`src/rtl/x_tdc_capture_decode.sv`:
```
// x_tdc_capture_decode: samples the delay-line tap bus and detects a departure
// from a quiet baseline. Each departure becomes a {coarse, fine} timestamp.
//   i_clk, i_rst   : clock; asynchronous active-high reset
//   i_data         : tap snapshot, sampled into s0 on every edge
//   i_arm          : level; capture is enabled while high
//   i_ready        : consumer accepts o_time when high together with o_valid
//   o_valid/o_time : single-slot result register holding {coarse, fine}
//   o_armed        : high while waiting for an edge
//   o_drop_cnt     : saturating count of results lost to a full slot
module x_tdc_capture_decode #(
   parameter int WIDTH = 32,
   parameter int CW    = 16,
   parameter int FW    = $clog2(WIDTH + 1)
) (
   input  logic             i_clk,
   input  logic             i_rst,
   input  logic [WIDTH-1:0] i_data,
   input  logic             i_arm,
   input  logic             i_ready,
   output logic             o_valid,
   output logic [CW+FW-1:0] o_time,
   output logic             o_armed,
   output logic [7:0]       o_drop_cnt
);

   localparam int QW = WIDTH / 4;

   typedef enum logic [1:0] {
      S_IDLE,
      S_BASE,
      S_ARMED,
      S_HOLD
   } state_t;

   state_t             r_state;
   state_t             w_next;
   logic               w_launch;
   logic               w_base_ld;

   logic [WIDTH-1:0]   r_s0;
   logic [WIDTH-1:0]   r_base;
   logic [CW-1:0]      r_coarse;
   logic [WIDTH-1:0]   w_diff;
   logic               w_diff_any;

   logic               r_p1_vld;
   logic [WIDTH-1:0]   r_p1_diff;
   logic [CW-1:0]      r_p1_coarse;

   // popcount is split: quarter sums in P2, final add in P3
   logic [FW-1:0]      w_part [4];
   logic               r_p2_vld;
   logic [FW-1:0]      r_p2_part [4];
   logic [CW-1:0]      r_p2_coarse;

   logic [FW-1:0]      w_fine;
   logic               r_p3_vld;
   logic [FW-1:0]      r_p3_fine;
   logic [CW-1:0]      r_p3_coarse;

   logic               r_valid;
   logic [CW+FW-1:0]   r_time;
   logic [7:0]         r_drop;

   assign w_diff     = r_s0 ^ r_base;
   assign w_diff_any = |w_diff;

   always_ff @(posedge i_clk or posedge i_rst) begin
      if (i_rst) begin
         r_s0     <= '0;
         r_base   <= '0;
         r_coarse <= '0;
         r_state  <= S_IDLE;
      end else begin
         r_s0     <= i_data;
         r_coarse <= r_coarse + 1'b1;
         r_state  <= w_next;
         if (w_base_ld)
            r_base <= r_s0;
      end
   end

   // disarm wins over a launch seen in the same cycle
   always_comb begin
      w_next    = r_state;
      w_launch  = 1'b0;
      w_base_ld = 1'b0;
      unique case (r_state)
         S_IDLE:
            if (i_arm)
               w_next = S_BASE;
         S_BASE: begin
            w_base_ld = 1'b1;
            w_next    = S_ARMED;
         end
         S_ARMED:
            if (!i_arm) begin
               w_next = S_IDLE;
            end else if (w_diff_any) begin
               w_launch = 1'b1;
               w_next   = S_HOLD;
            end
         S_HOLD:
            if (!w_diff_any)
               w_next = i_arm ? S_ARMED : S_IDLE;
         default:
            w_next = S_IDLE;
      endcase
   end

   // bubbles are counted, never rejected
   always_comb begin
      for (int q = 0; q < 4; q++) begin
         w_part[q] = '0;
         for (int b = 0; b < QW; b++)
            w_part[q] = w_part[q] + FW'(r_p1_diff[q*QW+b]);
      end
   end

   assign w_fine = r_p2_part[0] + r_p2_part[1]
                 + r_p2_part[2] + r_p2_part[3];

   always_ff @(posedge i_clk or posedge i_rst) begin
      if (i_rst) begin
         r_p1_vld    <= 1'b0;
         r_p1_diff   <= '0;
         r_p1_coarse <= '0;
         r_p2_vld    <= 1'b0;
         r_p2_coarse <= '0;
         for (int q = 0; q < 4; q++)
            r_p2_part[q] <= '0;
         r_p3_vld    <= 1'b0;
         r_p3_fine   <= '0;
         r_p3_coarse <= '0;
      end else begin
         r_p1_vld <= w_launch;
         if (w_launch) begin
            r_p1_diff   <= w_diff;
            r_p1_coarse <= r_coarse;
         end
         r_p2_vld    <= r_p1_vld;
         r_p2_coarse <= r_p1_coarse;
         for (int q = 0; q < 4; q++)
            r_p2_part[q] <= w_part[q];
         r_p3_vld    <= r_p2_vld;
         r_p3_fine   <= w_fine;
         r_p3_coarse <= r_p2_coarse;
      end
   end

   // a consume in the same edge frees the slot for the new arrival
   always_ff @(posedge i_clk or posedge i_rst) begin
      if (i_rst) begin
         r_valid <= 1'b0;
         r_time  <= '0;
         r_drop  <= '0;
      end else if (r_p3_vld) begin
         if (!r_valid || i_ready) begin
            r_valid <= 1'b1;
            r_time  <= {r_p3_coarse, r_p3_fine};
         end else if (r_drop != 8'hFF) begin
            r_drop <= r_drop + 8'd1;
         end
      end else if (r_valid && i_ready) begin
         r_valid <= 1'b0;
      end
   end

   assign o_valid    = r_valid;
   assign o_time     = r_time;
   assign o_armed    = (r_state == S_ARMED);
   assign o_drop_cnt = r_drop;

endmodule

```
`config.mk`:
```
export PLATFORM = sky130hd
export DESIGN_NAME = x_tdc_capture_decode
export DESIGN_NICKNAME = d
export VERILOG_FILES = /design/src/rtl/x_tdc_capture_decode.sv
export SDC_FILE = /design/constraint.sdc
export NUM_CORES = 1
export LEC_CHECK = 0
export CORE_MARGIN = 2
export CORE_UTILIZATION = 30
export DETAILED_ROUTE_END_ITERATION = 8
export PLACE_DENSITY = 0.49
export SLEW_MARGIN = 20
export SYNTH_ARGS = -nofsm -noshare
export SYNTH_HDL_FRONTEND = slang
export SYNTH_SLANG_ARGS = --single-unit
export TNS_END_PERCENT = 30
```
`constraint.sdc`:
```
create_clock -name i_clk -period 7.8 [get_ports i_clk]
set_clock_uncertainty 0.05 [all_clocks]
set_input_delay 1.17 -clock i_clk [delete_from_list [all_inputs] [get_ports i_clk]]
set_output_delay 1.17 -clock i_clk [all_outputs]
set_load 0.005 [all_outputs]
```
After elaboration in Yosys (flattened, before gate mapping). Cells that the tools add are included.

Register bits after elaboration: 226. Logic and storage cells: 85.

Add/sub/neg operators: 33. Equality and inequality tests: 8. Muxes and demuxes: 13. Bitwise gates (word level): 2. Reduce and logical (&&, ||, !) cells: 10.

Operator list (number): $add 6x1->6 (8); $reduce_or 32->1 (1); $xor 32x32->32 (1); $add 5x1->6 (4); $add 4x1->5 (4); $add 6x6->6 (3); $add 16x1->16 const B (1); $add 3x1->4 (4); $add 2x1->3 (4); $mux 2 (5); $add 1x1->2 (4); $add 8x1->8 const B (1); $ne 8x8->1 const B (1); $pmux 2 s4 (1); $mux 1 (7); $reduce_and 3->1 (2); $eq 2x2->1 const B (2); $ne 2x2->1 const B (2); $reduce_and 2->1 (2); $ne 3x2->1 const B (1); $eq 2x1->1 const B (1); $logic_not 2->1 (1); $ne 2x1->1 const B (1); $reduce_bool 2->1 (1); other kinds (4) (4).

Longest topological paths before layout. Gate-level depths: netlist of the first run.

Word-level depth: 7. Gate-level depth with buffers: 10. Gate-level depth less buffers: 10.

Least setup slack after synthesis of the first run. No wires, ideal clock.

Kind: register to register. Start: register r_p1_diff[8]. End: register r_p2_part[14] in the netlist's numbering. Library setup time: 123 ps. Arrival: 2566 ps. Data required time: 7627 ps. Path slack: 5061 ps. Cell stages (with the launch flop): 10. Path buffers: 0. Cell sequence: dfrtp_1 -> fa_1 -> inv_1 -> fa_1 -> fa_1 -> inv_1 -> ha_1 -> inv_1 -> fa_1 -> xnor2_1.

RTL lines: start, declared (line 47) `logic [WIDTH-1:0] r_p1_diff;`; start signal, assigned (line 138) `r_p1_diff <= w_diff;`; end signal, assigned by index (line 144) `r_p2_part[q] <= w_part[q];`; end, declared (line 53) `logic [FW-1:0] r_p2_part [4];`.

==> Flow_metrics.wiki, run 1 <==
{| class="wikitable"
! Metric !! Value
|-
| Initial standard-cell utilization of the core || 30.7%
|-
| Leakage || 4.80 nW
|-
| Overall power consumption || 4.54 mW
|-
| Netlist cell types || 33
|-
| Die area || 29900 µm²
|-
| Area taken by multi-input logic gates || 2760 µm²
|-
| Count of pins on the block boundary || 68
|-
| Slowest cell on the critical path || sky130_fd_sc_hd__fa_1
|-
| Hold Fails Final Rpt || 0
|-
| Row count || 61
|-
| Synthesized instance count || 581
|-
| Max-capacitance violation count || 0
|-
| Clock transition time at the flip-flop clock pins of the worst setup and hold paths || 0.06 ns
|-
| Final critical-path share of the clock period || 37.0%
|-
| Startpoint types || register
|-
| Post-synth EDFFs || 0
|-
| Slowest stage delay, CP || 0.55 ns
|-
| CP required || 8.14 ns
|-
| Sum of overflow across all layers after global routing || 0
|-
| Portion of total power attributed to sequential cells || 36.2%
|-
| Post-detail-place hpwl || 9.43 mm
|-
| Series of cell instances along the critical path || fa_1 -> inv_1 -> fa_1 -> fa_1 -> inv_1 -> ha_1 -> inv_1 -> fa_1 -> xnor2_1
|-
| Hold Path Cell Cnt || 0
|-
| Router iterations before antenna repair || 4
|-
| Fin crit period || 2.88 ns
|-
| Floorplan die height || 173 µm
|-
| Warning count from the yosys run || 0
|-
| Vias per std cell || 4.11
|-
| Post-route DRC violation count || 0
|-
| Psw || 1.48 mW
|-
| # Post-CTS Setup Buffers || 0
|-
| Final-report max-slew violation count || 0
|-
| Last weighted congestion value of the routability-driven placer || 0.736
|-
| Routed vias || 4353
|-
| Core utilization of the finished layout || 37.4%
|-
| Wire length of the first global-routing pass || 23.5 mm
|-
| Number of gates given a new drive strength after cts || 0
|-
| Cell Pwr Density || 434 nW/µm²
|-
| Antenna-violating nets left || 0
|-
| Die W || 173 µm
|-
| Maximum number of pins on one net before global-route repair || 153
|-
| Share of flip-flops with an asynchronous set or reset after synthesis || 100%
|-
| Result of the run || complete, no violations
|-
| FF-to-FF path depth || 9
|-
| Total stage count of the critical path || 9
|-
| Worst slew pin tran || 0.943 ns
|-
| Number of inserted filler cells in the final layout || 2710
|-
| Initial drt markers || 147
|-
| Sw Ratio || 32.5%
|-
| CTS sink cnt || 218
|-
| Number of nets in the final layout || 745
|-
| Layout-stage area growth over the synthesis result || 22.0%
|-
| Unrepaired setup endpoints after global routing || false
|-
| Antenna cells || 0
|-
| Pint || 3.06 mW
|-
| Worst Setup Path Type || reg -> reg
|-
| Cts hold-fix bufs || 0
|-
| Capturing element type of the critical path || register
|-
| Max FO, Critical Path || 2
|-
| Vias in the first global route || 4766
|-
| Fraction of synthesized cell area taken by the top area cell type || 63.6%
|-
| Combinational group share of total power || 40.1%
|-
| Highest ir drop seen on vdd || 170 µV
|-
| Number of buffer and inverter stages on the critical path || 3
|-
| Most repeated library cell on the critical path || sky130_fd_sc_hd__fa_1
|-
| Setup_tns || 0 ns
|-
| Mean post-synth cell area || 14.8 µm²
|-
| Root buffer selected by CTS || sky130_fd_sc_hd__clkbuf_16
|-
| Core ar. || 27900 µm²
|-
| CP arrival || 3.22 ns
|-
| Post-synthesis sequential area ratio || 63.6%
|-
| Sequential cell area || 5460 µm²
|-
| Final setup violation count || 0
|-
| Highest Clock Rate || 347 MHz
|-
| Cell types occupying the most area after synthesis || sky130_fd_sc_hd__dfrtp_1 (64%), sky130_fd_sc_hd__mux2_2 (7.2%), sky130_fd_sc_hd__fa_1 (5.6%)
|-
| TritonCTS buffer count || 24
|-
| H-Tree Level Count || 1
|-
| WL per Instance || 12.9 µm
|-
| Clock network power share || 23.7%
|-
| Total routing resource utilization after global routing || 9.47%
|-
| Buffer depth of the longest clock path || 3
|-
| Post-synthesis net count || 660
|-
| Kind of cell adding the most delay to the critical path || adder cells
|-
| CTS tree || built
|-
| Main flop type after synthesis || sky130_fd_sc_hd__dfrtp_1
|-
| Area leader, netlist || sky130_fd_sc_hd__dfrtp_1
|-
| Mapped Area || 8570 µm²
|-
| Antenna violations before repair || 0
|-
| Quantity of I/O buffers inserted on ports || 67
|-
| Final wirelength || 13.7 mm
|-
| Worst rel slew slack || 37.0%
|-
| Number of register bits inferred by synthesis || 218
|-
| Ratio of cells with drive above 1 in the final layout || 13.8%
|-
| Clock latency reported for the late side of the worst-skew pair || 0.50 ns
|-
| Min-delay worst type || reg -> reg
|}
==> synthesized netlist by cell type (2+ instances only) <==
cell and count:
sky130_fd_sc_hd__nand3_1 4, sky130_fd_sc_hd__mux2_1 19, sky130_fd_sc_hd__nand4_1 13, sky130_fd_sc_hd__a21oi_1 5, sky130_fd_sc_hd__inv_1 82, sky130_fd_sc_hd__nor2b_1 6
sky130_fd_sc_hd__nand2b_1 3, sky130_fd_sc_hd__nor2_1 4, sky130_fd_sc_hd__buf_1 2, sky130_fd_sc_hd__fa_1 24, sky130_fd_sc_hd__xnor2_1 49, sky130_fd_sc_hd__clkbuf_1 4
sky130_fd_sc_hd__buf_4 2, sky130_fd_sc_hd__nand2_1 13, sky130_fd_sc_hd__ha_1 19, sky130_fd_sc_hd__dfrtp_1 218, sky130_fd_sc_hd__mux2i_1 28, sky130_fd_sc_hd__and3_1 7
sky130_fd_sc_hd__mux2_2 55, sky130_fd_sc_hd__xor2_1 10, sky130_fd_sc_hd__buf_6 2
==> power groups by stage <==
stage	Combinational (mW)	Sequential (mW)	Clock, mW
after detailed placement	1.85	1.67	0
final	1.82	1.64	1.08
after CTS	1.87	1.65	1.12
after global placement	1.80	1.66	0
after floorplan	1.39	1.63	0
after global routing	2.11	1.68	1.17
==> worst register-to-register path: stages, from the launching register on <==
cell,delay [ns]
sky130_fd_sc_hd__dfrtp_1,0.39
sky130_fd_sc_hd__fa_1,0.55
sky130_fd_sc_hd__inv_1,0.05
sky130_fd_sc_hd__fa_1,0.51
sky130_fd_sc_hd__fa_1,0.42
sky130_fd_sc_hd__inv_1,0.07
sky130_fd_sc_hd__ha_1,0.16
sky130_fd_sc_hd__inv_1,0.05
sky130_fd_sc_hd__fa_1,0.39
sky130_fd_sc_hd__xnor2_1,0.14
==> metrics by stage <==
step,setup slack (ns),area [µm²],hold slack [ns],std cells
after floorplan,0.616,8570,0.281,581
after CTS,4.88,10500,0.299,1059
after detailed placement,4.34,9690,0.285,1018
after global routing,4.81,10500,0.304,1059
after global placement,4.40,9690,0.284,1018
final,4.92,10500,0.295,1059
==> layout by cell type, fill, tap and decap left out <==
master                            instances
sky130_fd_sc_hd__and3_1                   7
sky130_fd_sc_hd__nand2_1                 13
sky130_fd_sc_hd__nand4_1                 13
sky130_fd_sc_hd__mux2_4                   1
sky130_fd_sc_hd__a211oi_4                 1
sky130_fd_sc_hd__nor4_2                   1
sky130_fd_sc_hd__nor2b_1                  6
sky130_fd_sc_hd__clkbuf_16               25
sky130_fd_sc_hd__inv_1                   81
sky130_fd_sc_hd__clkdlybuf4s50_1         67
sky130_fd_sc_hd__a311oi_2                 1
sky130_fd_sc_hd__xor2_1                  10
sky130_fd_sc_hd__bufinv_16                1
sky130_fd_sc_hd__o21ai_0                  1
sky130_fd_sc_hd__a21oi_1                  5
sky130_fd_sc_hd__dfrtp_1                218
sky130_fd_sc_hd__nand2b_1                 3
sky130_fd_sc_hd__mux2_2                  55
sky130_fd_sc_hd__nor4_1                   1
sky130_fd_sc_hd__mux2_1                  19
sky130_fd_sc_hd__buf_4                    3
sky130_fd_sc_hd__a21o_1                   1
sky130_fd_sc_hd__and4_1                   1
sky130_fd_sc_hd__o211a_1                  1
sky130_fd_sc_hd__ha_1                    19
sky130_fd_sc_hd__fa_1                    24
sky130_fd_sc_hd__xnor2_1                 49
sky130_fd_sc_hd__clkinv_8                 1
sky130_fd_sc_hd__mux2i_1                 28
sky130_fd_sc_hd__nand3_1                  4
sky130_fd_sc_hd__nor2_1                   4
sky130_fd_sc_hd__or4_1                    1
sky130_fd_sc_hd__a22o_1                   1
sky130_fd_sc_hd__clkbuf_1                10
sky130_fd_sc_hd__clkbuf_8                 5
==> logic make-up (layout without fill, tap and decap cells) <==
group / count (synthesis) / after routing / synth area share [%]
simple gates: 54 / 54 / 3.50
fa+ha+maj: 43 / 43 / 8.38
mux: 103 / 103 / 13.2
flops: 218 / 218 / 63.6
xor+xnor: 59 / 59 / 6.03
compound gates: 11 / 11 / 0.920
buf+inv: 93 / 193 / 4.35
==> path summary, 6_finish.rpt <==
path,from,endpoint,slack [ns]
max in group asynchronous,i_rst,r_p1_diff[17]$_DFFE_PP0P_,5.15
worst max-delay path,r_p1_diff[24]$_DFFE_PP0P_,r_p2_part[2]$_DFF_PP0_,4.92
worst max register to register,r_p1_diff[24]$_DFFE_PP0P_,r_p2_part[2]$_DFF_PP0_,4.92
min in group asynchronous,i_rst,o_drop_cnt[5]$_DFFE_PP0P_,1.14
worst min-delay path,r_p2_vld$_DFF_PP0_,r_p3_vld$_DFF_PP0_,0.29
worst min register to register,r_p2_vld$_DFF_PP0_,r_p3_vld$_DFF_PP0_,0.29
==> cell type report <==
| class | count | share of cell area (%) |
|---|---|---|
| Clock inverter | 1 | 0.287 |
| Timing Repair Buffer | 70 | 6.63 |
| Tap cell | 378 | 4.52 |
| Multi-Input combinational cell | 270 | 26.3 |
| Clock buffer | 40 | 7.00 |
| Sequential cell | 218 | 52.2 |
| Inverter | 82 | 3.06 |
==> layer usage <==
metal	track usage [%]	vias to the layer above	share of wire [%]
li1	-	2055	-
met1	11.9	2184	44
met2	16.3	87	48
met3	2.22	27	4.7
met4	2.54	0	2.3
met5	0	-	0
==> registers in the layout, indices dropped and copies added, names as in the netlist <==
name,cells
r_base,32
r_p1_diff,32
r_s0,32
o_time,22
r_coarse,16
r_p1_coarse,16
r_p2_coarse,16
r_p2_part,16
r_p3_coarse,16
o_drop_cnt,8
r_p3_fine,6
r_state,2
o_valid,1
r_p1_vld,1
r_p2_vld,1
r_p3_vld,1
Note: power is estimated with default switching activity, not from simulation.
==> run 2: changes to the inputs <==
Clock period 7.8 ns to 2.94 ns, I/O delays scaled along.
==> run 2 against run 1 <==
Cell count is 0.94% higher. Combinational power grew to 2.6 times the previous value. Non-clock buffer count is 8 higher. Worst setup slack worse by 4.8 ns. Critical path depth stayed put. Clock power grew to 3.0 times the previous value. Core utilization is 0.80 points higher. Global-route usage is 0.13 points higher. Die area stayed put. Sequential power grew to 2.7 times the previous value.
==> Flow_metrics.wiki, run 2 (same netlist as run 1, synthesis figures left out) <==
{| class="wikitable"
! Metric !! Value
|-
| Final-report max-slew violation count || 0 (unchanged)
|-
| Antenna-violating nets left || 0 (unchanged)
|-
| Layout-stage area growth over the synthesis result || 24.6% (was 22.0%)
|-
| Die W || 173 µm (unchanged)
|-
| Wire length of the first global-routing pass || 23.9 mm (was 23.5 mm)
|-
| TritonCTS buffer count || 24 (unchanged)
|-
| Most frequent cells in the layout || sky130_fd_sc_hd__dfrtp_1 (218), sky130_fd_sc_hd__inv_1 (81), sky130_fd_sc_hd__clkdlybuf4s50_1 (67) (unchanged)
|-
| Initial standard-cell utilization of the core || 30.7% (unchanged)
|-
| Clock transition time at the flip-flop clock pins of the worst setup and hold paths || 0.06 ns (about the same)
|-
| Hold Fails Final Rpt || 0 (unchanged)
|-
| Buffer depth of the longest clock path || 3 (unchanged)
|-
| Non-Filler Cell Area, Final || 10700 µm² (was 10500 µm²)
|-
| CTS sink cnt || 218 (unchanged)
|-
| Floorplan die height || 173 µm (unchanged)
|-
| Initial drt markers || 174 (was 147)
|-
| Antenna violations before repair || 0 (unchanged)
|-
| Max-capacitance violation count || 0 (unchanged)
|-
| Capturing element type of the critical path || register (unchanged)
|-
| Root buffer selected by CTS || sky130_fd_sc_hd__clkbuf_16 (unchanged)
|-
| Min-delay worst type || reg -> reg (unchanged)
|-
| Commonest non-fill, non-tap cell in the layout || sky130_fd_sc_hd__dfrtp_1 (unchanged)
|-
| Max FO, Critical Path || 2 (unchanged)
|-
| Post-route DRC violation count || 0 (unchanged)
|-
| Quantity of I/O buffers inserted on ports || 67 (unchanged)
|-
| Cell Pwr Density || 1150 nW/µm² (was 434 nW/µm²)
|-
| Sum of overflow across all layers after global routing || 0 (unchanged)
|-
| Unrepaired setup endpoints after global routing || true (was false)
|-
| Standard cell area after detailed placement || 9820 µm² (was 9690 µm²)
|-
| CP required || 3.28 ns (was 8.14 ns)
|-
| Fin crit period || 2.84 ns (was 2.88 ns)
|-
| Final wirelength || 13.8 mm (was 13.7 mm)
|-
| Vias per std cell || 4.10 (was 4.11)
|-
| Result of the run || complete, no violations (unchanged)
|-
| WL per Instance || 12.9 µm (about the same)
|-
| Clock latency reported for the late side of the worst-skew pair || 0.52 ns (was 0.50 ns)
|-
| Highest Clock Rate || 352 MHz (was 347 MHz)
|-
| Core utilization of the finished layout || 38.2% (was 37.4%)
|-
| Router iterations before antenna repair || 4 (unchanged)
|-
| Highest ir drop seen on vdd || 456 µV (was 170 µV)
|-
| Die area || 29900 µm² (unchanged)
|-
| Number of nets in the final layout || 753 (was 745)
|-
| Ratio of cells with drive above 1 in the final layout || 16.1% (was 13.8%)
|-
| CTS tree || built (unchanged)
|-
| Startpoint types || register (unchanged)
|-
| Count of pins on the block boundary || 68 (unchanged)
|-
| Leakage || 4.90 nW (was 4.80 nW)
|-
| Core ar. || 27900 µm² (unchanged)
|-
| Worst slew pin tran || 0.693 ns (was 0.943 ns)
|-
| Largest registers || r_base: 32 flops, r_p1_diff: 32 flops, r_s0: 32 flops (unchanged)
|-
| Vias in the first global route || 4814 (was 4766)
|-
| Setup_tns || 0 ns (unchanged)
|-
| Number of inserted filler cells in the final layout || 2693 (was 2710)
|-
| Post-detail-place hpwl || 9.75 mm (was 9.43 mm)
|-
| Worst rel slew slack || 53.7% (was 37.0%)
|-
| Final critical-path share of the clock period || 96.7% (was 37.0%)
|-
| CP arrival || 3.19 ns (was 3.22 ns)
|-
| Row count || 61 (unchanged)
|-
| Maximum number of pins on one net before global-route repair || 50 (was 153)
|-
| Last weighted congestion value of the routability-driven placer || 0.731 (was 0.736)
|-
| Worst Setup Path Type || reg -> reg (unchanged)
|-
| Total routing resource utilization after global routing || 9.60% (was 9.47%)
|-
| H-Tree Level Count || 1 (unchanged)
|-
| Routed vias || 4388 (was 4353)
|-
| Final setup violation count || 0 (unchanged)
|-
| Antenna cells || 0 (unchanged)
|}
[run 2: cell types whose count changed in the layout (fill, tap and decap cells not counted), sizes merged]
cell      change
clkbuf       -10
buf           +8
clkinv        +5
bufinv        +4
clkinvlp      +3
[run 2: final timing paths]
path                                           startpoint                  endpoint  slack [ns]  cells past startpoint
worst max-delay path            r_p1_diff[24]$_DFFE_PP0P_    r_p2_part[1]$_DFF_PP0_         0.1                      9
max in group asynchronous                           i_rst    r_base[31]$_DFFE_PP0N_        1.85                      3
worst max register to register  r_p1_diff[24]$_DFFE_PP0P_    r_p2_part[1]$_DFF_PP0_         0.1                      9
worst min-delay path             r_p2_coarse[8]$_DFF_PP0_  r_p3_coarse[8]$_DFF_PP0_        0.30                      0
min in group asynchronous                           i_rst  r_p2_coarse[0]$_DFF_PP0_        0.35                      2
worst min register to register   r_p2_coarse[8]$_DFF_PP0_  r_p3_coarse[8]$_DFF_PP0_        0.30                      0
[run 2: stage by stage]
stage               hold WS, ns  total power, mW  setup slack (ns)  std cells
CTS                       0.290             12.6            0.0871       1069
global placement          0.283             9.09             0.162       1026
global route              0.295             13.5           -0.0264       1069
detailed placement        0.285             9.35            0.0944       1026
floorplan                 0.281             8.01            -0.391        581
finish                    0.297             12.3            0.0958       1069
[run 2: where the power goes]
part           internal [mW]  switching (mW)  total, mW
Clock                   2.03            1.16       3.19
Combinational           2.40            2.39       4.79
Sequential              3.96           0.391       4.35
[run 2: layout make-up]
type / count / area (µm²) / share of cell area (%)
clock buffers: 30 / 664 / 6.22
clock inverters: 13 / 195 / 1.83
flip-flops and latches: 218 / 5460 / 51.1
well taps: 378 / 473 / 4.43
inverters: 82 / 312 / 2.92
repair buffers: 78 / 828 / 7.75
multi-input cells: 270 / 2760 / 25.8
[run 2: repair_timing]
action | 4_1_cts | 5_1_grt
hold endpoints to repair | 0 | 0
setup buffers | 0 | 0
gates resized for setup | 0 | 0
endpoints found under the setup margin | 0 | 3
hold buffers | 0 | 0
[run 2: routing by layer]
metal / vias to the layer above / wire length, µm / track usage, %
met5: - / 0 / 0
met3: 34 / 576 / 2.07
met4: 0 / 447 / 3.43
met1: 2208 / 6160 / 12.3
li1: 2066 / - / -
met2: 80 / 6580 / 16.0
[run 2: critical path: stages, from the launching register on]
cell                      delay (ns)
sky130_fd_sc_hd__dfrtp_1        0.39
sky130_fd_sc_hd__fa_1           0.54
sky130_fd_sc_hd__inv_1          0.05
sky130_fd_sc_hd__fa_1           0.50
sky130_fd_sc_hd__fa_1           0.41
sky130_fd_sc_hd__inv_1          0.06
sky130_fd_sc_hd__ha_1           0.15
sky130_fd_sc_hd__inv_1          0.06
sky130_fd_sc_hd__fa_1           0.47
sky130_fd_sc_hd__inv_1          0.04
